$ cat src/rtl/ifu_fetch.sv
// ifu_fetch: instruction-fetch unit.
// Owns the architectural PC, fetches one word per instruction over a
// request/ready handshake and hands it to decode over valid/ready.
// Optional feature macro: IFU_ALIGN_CHECK_EN, which traps a misaligned PC into a
// terminal error state. When the macro is undefined, the low PC bits are masked
// off the memory address and fetch_err is tied low.
//
// state  | meaning
// S_IDLE | just out of reset, all outputs inactive
// S_REQ  | fetch request outstanding at imem_addr
// S_OUT  | instruction held for decode, waiting for id_ready
// S_ERR  | misaligned PC trapped (alignment check build only), left by rst
module ifu_fetch #(
    parameter logic [31:0] RESET_PC = 32'h0000_3000
) (
    input  logic        clk,
    input  logic        rst,
    output logic        imem_req,
    output logic [31:0] imem_addr,
    input  logic        imem_rdy,
    input  logic [31:0] imem_rdata,
    output logic        if_valid,
    input  logic        id_ready,
    output logic [31:0] instr,
    output logic [31:0] pc,
    output logic [31:0] pc_plus4,
    input  logic [31:0] npc_in,
    output logic [31:0] fetch_cnt,
    output logic        fetch_err
);

    typedef enum logic [1:0] {
        S_IDLE = 2'd0,
        S_REQ  = 2'd1,
        S_OUT  = 2'd2,
        S_ERR  = 2'd3
    } state_t;

    state_t      state_q, state_d;
    logic [31:0] pc_q, pc_d;
    logic [31:0] instr_q, instr_d;
    logic [31:0] fetch_cnt_q, fetch_cnt_d;
    logic        imem_req_q, imem_req_d;
    logic        if_valid_q, if_valid_d;
    logic        pc_bad_q, pc_bad_d;

`ifdef IFU_ALIGN_CHECK_EN
    logic fetch_err_q, fetch_err_d;

    assign pc_bad_q  = (pc_q[1:0] != 2'b00);
    assign pc_bad_d  = (pc_d[1:0] != 2'b00);
    assign imem_addr = pc_q;
    assign fetch_err = fetch_err_q;

    // Error flag is sticky once the trap state is reached.
    always_comb begin
        fetch_err_d = fetch_err_q | (state_d == S_ERR);
    end

    // Error flag register.
    always_ff @(posedge clk) begin
        if (rst) begin
            fetch_err_q <= 1'b0;
        end else begin
            fetch_err_q <= fetch_err_d;
        end
    end
`else
    assign pc_bad_q  = 1'b0;
    assign pc_bad_d  = 1'b0;
    assign imem_addr = {pc_q[31:2], 2'b00};
    assign fetch_err = 1'b0;
`endif

    assign imem_req  = imem_req_q;
    assign if_valid  = if_valid_q;
    assign instr     = instr_q;
    assign pc        = pc_q;
    assign fetch_cnt = fetch_cnt_q;
    assign pc_plus4  = pc_q + 32'd4;

    // Next-state and datapath updates; registered outputs follow the next state
    // so imem_req/if_valid are valid in the same cycle the state is.
    always_comb begin
        state_d     = state_q;
        pc_d        = pc_q;
        instr_d     = instr_q;
        fetch_cnt_d = fetch_cnt_q;
        case (state_q)
            S_IDLE: begin
                state_d = S_REQ;
            end
            S_REQ: begin
                if (pc_bad_q) begin
                    state_d = S_ERR;
                end else if (imem_rdy) begin
                    instr_d = imem_rdata;
                    state_d = S_OUT;
                end
            end
            S_OUT: begin
                if (id_ready) begin
                    pc_d        = npc_in;
                    fetch_cnt_d = fetch_cnt_q + 32'd1;
                    state_d     = S_REQ;
                end
            end
            S_ERR: begin
                state_d = S_ERR;
            end
            default: begin
                state_d = S_IDLE;
            end
        endcase
        // A misaligned PC entering S_REQ never raises the request.
        imem_req_d = (state_d == S_REQ) && !pc_bad_d;
        if_valid_d = (state_d == S_OUT);
    end

    // State and datapath registers.
    always_ff @(posedge clk) begin
        if (rst) begin
            state_q     <= S_IDLE;
            pc_q        <= RESET_PC;
            instr_q     <= 32'd0;
            fetch_cnt_q <= 32'd0;
            imem_req_q  <= 1'b0;
            if_valid_q  <= 1'b0;
        end else begin
            state_q     <= state_d;
            pc_q        <= pc_d;
            instr_q     <= instr_d;
            fetch_cnt_q <= fetch_cnt_d;
            imem_req_q  <= imem_req_d;
            if_valid_q  <= if_valid_d;
        end
    end

endmodule

$ cat config.mk
export PLATFORM = sky130hd
export DESIGN_NAME = ifu_fetch
export DESIGN_NICKNAME = d
export VERILOG_FILES = /design/src/rtl/ifu_fetch.sv
export SDC_FILE = /design/constraint.sdc
export NUM_CORES = 1
export LEC_CHECK = 0
export CAP_MARGIN = 20
export CORE_MARGIN = 3
export CORE_UTILIZATION = 44
export DETAILED_ROUTE_END_ITERATION = 16
export PLACE_DENSITY = 0.88
export SLEW_MARGIN = 20
export SYNTH_ARGS = -nofsm -noshare
export SYNTH_HDL_FRONTEND = slang
export SYNTH_SLANG_ARGS = --single-unit
$ cat constraint.sdc
create_clock -name clk -period 3.75 [get_ports clk]
set_clock_uncertainty 0.1 [all_clocks]
set_input_delay 0.75 -clock clk [delete_from_list [all_inputs] [get_ports clk]]
set_output_delay 0.75 -clock clk [all_outputs]
set_load 0.01 [all_outputs]
### After elaboration in Yosys (flattened, before gate mapping)

Cells that the tools add are included.

| operators by class | value |
|---|---|
| multiplexer cells | 3 |
| equality and inequality tests | 5 |
| $add $sub $neg | 2 |
| reduce and logical (&&, ||, !) cells | 3 |

Operators with widths:

| operator | count |
|---|---|
| $add 32x1->32 const B | 1 |
| $add 32x3->32 const B | 1 |
| $pmux 2 s4 | 1 |
| $eq 2x2->1 const B | 3 |
| $eq 2x1->1 const B | 2 |
| $mux 2 | 2 |
| $reduce_and 2->1 | 2 |
| $logic_not 2->1 | 1 |

| word-level totals | value |
|---|---|
| register bits | 100 |
| bits of input ports | 68 |
| output and inout bits | 163 |
| logic and storage cells | 19 |

### Depth between registers and ports, before layout

| depth | value |
|---|---|
| word-level depth | 3 |
| depth in mapped cells | 7 |

### Worst setup path after synthesis

OpenSTA, ideal clock, no wires.

| timing | value |
|---|---|
| path kind | register -> output |
| start point | register pc_q[9], in the netlist pc[9] |
| end point | output pc_plus4[31] |
| data arrival time | 1770 ps |
| buffers on the path | 0 |
| cell stages (with the launch flop) | 5 |
| required time | 2900 ps |
| setup slack | 1130 ps |
| cell sequence | dfxtp_1 nand4_1 nor4_1 nand4_1 xnor2_1 |

| between the ends | value |
|---|---|
| cells in the longest elaborated chain, start to end | 1 |

Ends and longest elaborated chain:

| what | RTL line | text |
|---|---|---|
| start: declaration | 40 | `logic [31:0] pc_q, pc_d;` |
| start signal: assignment | 131 | `pc_q <= pc_d;` |
| $add 32x3->32 | 80 | `assign pc_plus4 = pc_q + 32'd4;` |
| end: declaration | 26 | `output logic [31:0] pc_plus4,` |

Every way passes these cells.

### Final worst setup path

| timing | value |
|---|---|
| start point | register pc_q[2], in the netlist pc[2] |
| end point | output pc_plus4[12] |

Same word-level chain as after synthesis.

==> results_dict.tcl <==
set metrics [dict create \
    hold_violations 0 \
    postPlaceCellArea_um2 6760 \
    wl_per_cell_um 15.2 \
    clockPowerShare_pct 32.6 \
    wl_um 13800 \
    clkLatencyLatePin_ps 350 \
    chipHeight_um 109 \
    final-instance-count-excl-fill 907 \
    synthMostInstantiatedCell "nand2_1" \
    post-cts-setup-buffers 0 \
    setup_viol 0 \
    crit_arrival_ps 2560 \
    r2r_setup_slack_ps 1300 \
    cp-start-kind "flip-flop" \
    power.leakage_nw 2.32 \
    min_to "instr[8]$_SDFFE_PP0P_" \
    gp_congestion 0.788 \
    root_buffer "clkbuf_8" \
    synthCells 591 \
    start_util_pct 46.4 \
    core-area_um2 10000 \
    worstHoldStart "instr[8]$_SDFFE_PP0P_" \
    rsz0062_at_grt "false" \
    cp_cell_sequence "ha_1 -> nand2_1 -> nor2_1 -> and4_1 -> xor2_1 -> clkdlybuf4s50_1" \
    powerDensity_nw_per_um2 294 \
    antenna_found_initial 0 \
    fp.dieArea_um2 11900 \
    status "finished clean" \
    row_count 36 \
    timing_worst_slew_pin_value_ps 1060 \
    synth_top_area_share_pct 42.9 \
    cts_max_level 3 \
    drtAntennaViolNets 0 \
    setup_tns_ps 0 \
    peakVddDrop_mv 0.223 \
    worstPathMaxFanout 8 \
    grt_usage_pct 22.1 \
    clkSlewWorstSetupHoldPaths_ps 100 \
    cts_tree "done" \
    yosys_register_bits 100 \
    min_path_type "reg2reg" \
    async_flop_share_pct 0 \
    combPwrFrac_pct 12.8 \
    area_growth_syn_to_layout_pct 49.1 \
    avgViaCountPerCell 5.23 \
    synthFlopType "dfxtp_1" \
    first_iter_violations 356 \
    syn_area_um2 4660 \
    place_ws_ps 711 \
    seqPwrFrac_pct 54.6 \
    reg2reg_to "fetch_cnt[31]$_SDFFE_PP0P_" \
    worstPathRequired_ps 2900 \
    intPower_mw 1.53 \
    io_pins 231 \
    cts_resized 0 \
    slew_headroom_pct 29.5 \
    synth_edf_count 0 \
    critical-path-max-stage-delay_ps 550 \
    grt_pass1_vias 4395 \
    ys_top_cells_by_count "nand2_1 (149), dfxtp_1 (100), a21oi_1 (78)" \
    slew_violations 0 \
    r2r_start "fetch_cnt[11]$_SDFFE_PP0P_" \
    clockBufferDepth 2 \
    drive_gt1_share_pct 4.78 \
    clock-sinks 100 \
    grt_max_degree 109 \
    hold_depth 2 \
    setup_ws_ps 341 \
    hold_buffers 0 \
    synth.avg_cell_area_um2 7.89 \
    io_buffers 227 \
    dp_hpwl_um 10100 \
    fmax_mhz 293 \
    p_sw_share_pct 25.1 \
    period_share_pct 90.9 \
    slowest_stage "clkdlybuf4s50_1" \
    die_w_um 109 \
    antenna_cells 0 \
    synth_warnings 0 \
    grt_overflow 0 \
    fin_area_um2 6950 \
    synth_cell_types 35 \
    reg2reg_depth 4 \
    synth_area_leaders "dfxtp_1 (43%), nand2_1 (12%), a21oi_1 (8.4%)" \
    vias 4745 \
    path_class "reg2out" \
    ys_seq_area_share_pct 42.9 \
    end_kind "output pin" \
    route.detailed.drc 0 \
    yosysTopAreaCell "dfxtp_1" \
    dr.pass1.iters 5 \
    grt_first_pass_wirelength_um 21100 \
    period_needed_ps 3410 \
    num-nets-final 839 \
    drv_cap 0 \
    numCtsBuffers 9 \
    p_switching_mw 0.513 \
    dp_cells 891 \
]
-- metal layers --
layer | vias up | track usage [%] | wire, um
li1 | 2329 | - | -
met1 | 2194 | 24.6 | 5190
met2 | 201 | 38.6 | 6960
met3 | 21 | 6.99 | 1300
met4 | 0 | 9.29 | 317
met5 | - | 0 | 0
-- metrics by stage --
| step | power, mW | util (%) | hold slack (ps) |
|---|---|---|---|
| CTS | 2.07 | 69.2 | 361 |
| detailed placement | 1.40 | 67.3 | 346 |
| finish | 2.04 | 69.2 | 359 |
| global placement | 1.39 | 67.3 | 341 |
| floorplan | 1.24 | - | 381 |
| global route | 2.13 | 69.2 | 373 |
-- layout by cell type (no fill, tap or decap), drive strengths merged, types with 8 or more instances in the layout --
master and count:
nand3 20, clkdlybuf4s50 226, dfxtp 100, nor2 23, xnor2 28, nor2b 8, o31ai 8, o21ai 8
mux2 8, nand2 149, nor4 12, and3 8, nand4 18, xor2 8, clkbuf 11, inv 9
or4 10, a21oi 78
-- worst max path at each step --
stage                              from           end  cells after the start
global placement    pc[16]$_SDFFE_PP0P_  pc_plus4[27]                      6
detailed placement  pc[16]$_SDFFE_PP0P_  pc_plus4[29]                      6
CTS                 pc[16]$_SDFFE_PP0P_  pc_plus4[29]                      6
finish               pc[2]$_SDFFE_PP0P_  pc_plus4[12]                      6
global route         pc[3]$_SDFFE_PP0P_  pc_plus4[12]                      6
floorplan            pc[9]$_SDFFE_PP0P_  pc_plus4[31]                      4
-- worst max-delay path, delay by kind of cell (launching register included) --
family / cells / cell delay (ps)
buffers and inverters: 1 / 550
xor gates and xnor gates: 1 / 140
DFF: 1 / 460
and+or+nand+nor: 3 / 790
adders and majority gates: 1 / 270
-- cell type report --
| type | count | area, um2 |
|---|---|---|
| clock buffers | 11 | 151 |
| fillers | 783 | 3090 |
| multi-input cells | 419 | 2250 |
| repair buffers | 233 | 2310 |
| flip-flops and latches | 100 | 2000 |
| clock inverters | 5 | 42.5 |
| inverters | 6 | 22.5 |
| well taps | 133 | 166 |
-- cell families (layout without fill, tap and decap cells) --
family	Yosys count	in the layout	share of synthesized area, %
buffers and inverters	74	255	8.96
AO/OA/AOI/OAI	97	97	11.0
AND/OR/NAND/NOR	273	273	27.8
XOR/XNOR	36	36	6.76
multiplexers	8	8	1.93
other	1	3	0.0804
flip-flops	100	100	42.9
adder cells (fa/ha/maj)	2	2	0.536
-- sequential cells by signal, indices dropped and copies added, names as in the netlist --
register and flops:
pc 32, instr 32, fetch_cnt 32, imem_req 1, state_q 2, if_valid 1
-- power groups by stage --
| stage | Sequential (mW) | Combinational [mW] | Clock [mW] |
|---|---|---|---|
| after floorplan | 1.15 | 0.0953 | 0 |
| after global placement | 1.14 | 0.257 | 0 |
| after detailed placement | 1.14 | 0.262 | 0 |
| after CTS | 1.12 | 0.263 | 0.690 |
| after global routing | 1.12 | 0.284 | 0.729 |
| final | 1.12 | 0.261 | 0.666 |
Note: power is estimated with default switching activity, not from simulation.
==> edit: new RTL, same settings <==
Build with the macro `IFU_ALIGN_CHECK_EN` defined.
--- a/src/rtl/ifu_fetch.sv
+++ b/src/rtl/ifu_fetch.sv
@@ -10,6 +10,8 @@
 // S_REQ  | fetch request outstanding at imem_addr
 // S_OUT  | instruction held for decode, waiting for id_ready
 // S_ERR  | misaligned PC trapped (alignment check build only), left by rst
+`define IFU_ALIGN_CHECK_EN
+
 module ifu_fetch #(
     parameter logic [31:0] RESET_PC = 32'h0000_3000
 ) (
Formal check against the unedited RTL: not equivalent (Yosys sat finds a counterexample within 4 cycles, from zero or initial values and one cycle with rst high).
==> edit against the unedited design <==
Critical path depth down 1. Maximum frequency shrank 2.8%. Setup slack got worse by 0.099 ns. Cell area is 1.8% higher. Sequential cell count is 1 higher. Sequential share of layout area down 0.22 points. Area after synthesis increased by 2.0%. Worst hold slack worse by 0.0021 ns. Wire length grew 7.4%. Power increased by 2.0%. Highest routed layer unchanged. Critical endpoint is now pc_plus4[27]. Largest power group unchanged. Die area increased by 1.9%.
==> edit: results (changes against the unedited design) <==
Synth
  – Largest cells by area after synthesis: dfxtp_1 43%, nand2_1 12%, a21oi_1 8.8% (was dfxtp_1 43%, nand2_1 12%, a21oi_1 8.4%)
  – Asr flop ratio synth: 0% (unchanged)
  – Syn Inst Count: 599 (was 591)
  – XOR/XNOR Fraction of Synth Area: 6.998% (was 6.760%)
  – Post-Synth Adder-Cell Area: 0.5262% (was 0.5365%)
  – Seq/Total Area, Yosys: 42.52% (was 42.92%)
  – Most instantiated cells after synthesis: 148 x nand2_1, 101 x dfxtp_1, 84 x a21oi_1, 34 x buf_4, 25 x clkbuf_1 (was 149 x nand2_1, 100 x dfxtp_1, 78 x a21oi_1, 35 x buf_4, 28 x xnor2_1)
  – Yosys cell types: 40 (was 35)
  – Compound-Gate Fraction of Synth Area: 12.39% (was 11.02%)

Final layout
  – Layout net count: 847 (was 839)
  – Share of layout cells above drive strength 1: 4.348% (was 4.780%)
  – Finished Layout Cells: 918 (was 907)

Drt
  – WL/cell: 16.11 µm (was 15.18 µm)
  – Via density: 5.394 (was 5.232)

Worst setup path
  – End of the critical path: pc_plus4[27] (was pc_plus4[12])
  – Data arrival, critical path: 2.66 ns (was 2.56 ns)
  – Reg2reg end: fetch_cnt[26] (was fetch_cnt[31])
  – Crit path launch: imem_addr[9] (was pc[2])
  – Reg2reg path depth: 5 (was 4)
  – FF-to-FF Start: fetch_cnt[0] (was fetch_cnt[11])

Global route
  – Met2 Use GR: 40.47% (was 38.60%)
  – Met1 usage: 26.95% (was 24.62%)
  – First-pass GRT wire length: 22.41 mm (was 21.07 mm)
  – GR Util met3: 7.634% (was 6.986%)
  – Tot GR Track Use: 23.06% (was 22.07%)
  – Largest net degree at the start of global routing: 82 (was 109)
  – Vias in the first global route: 4566 (was 4395)

STA
  – Fin crit period: 3.507 ns (was 3.409 ns)
  – Worst slew margin: 45.64% (was 29.54%)
  – WHS: 0.3572 ns (was 0.3593 ns)

Worst hold path
  – Hold EP: instr[2] (was instr[8])
  – Hold Crit Start: instr[2] (was instr[8])

Power and ir drop
  – Leakage: 2.413 nW (was 2.319 nW)
  – VDD IR max: 0.2459 mV (was 0.2230 mV)

Placement
  – Dpl cells: 902 (was 891)
  – Placed wire-length estimate: 11.07 mm (was 10.13 mm)
  – GPL Wtd Cong: 0.8965 (was 0.7882)
  – Dpl ws: 0.5196 ns (was 0.7109 ns)
  – Post-Place Cell Area: 6864 µm² (was 6758 µm²)
  – Port Buffers: 230 (was 227)

Outcome
  – Status: completed (unchanged)

Clocking
  – Setup bufs post-CTS: 0 (unchanged)
  – Clk buf depth: 2 (unchanged)
## edit: cell type report
type                       instances  area (µm²)
clock buffer                      11       151.4
clock inverter                     5       48.80
fill                             853        3339
inverter                           9       33.78
multi-input combinational        421        2313
sequential                       101        2022
tap                              136       170.2
timing repair buffer             235        2337
## edit: worst max-delay path: stages, from the launching register on
cell,delay [ns]
dfxtp_1,0.52
nand4_1,0.31
or3_1,0.53
nor3_1,0.25
xor2_1,0.16
clkdlybuf4s50_1,0.55
## edit: where the power goes
part | total, mW | leakage, nW | switching (mW) | internal, mW
sequential | 1.13 | 0.818 | 0.0274 | 1.10
clock | 0.695 | 0.104 | 0.401 | 0.294
combinational | 0.260 | 1.49 | 0.108 | 0.151
## edit: per-layer routing
layer | vias up | part of all wire, % | wire length (µm)
met5 | - | 0 | 0
met4 | 0 | 1.6 | 236
met3 | 21 | 10 | 1475
met2 | 215 | 50 | 7402
met1 | 2334 | 38 | 5677
li1 | 2382 | - | -
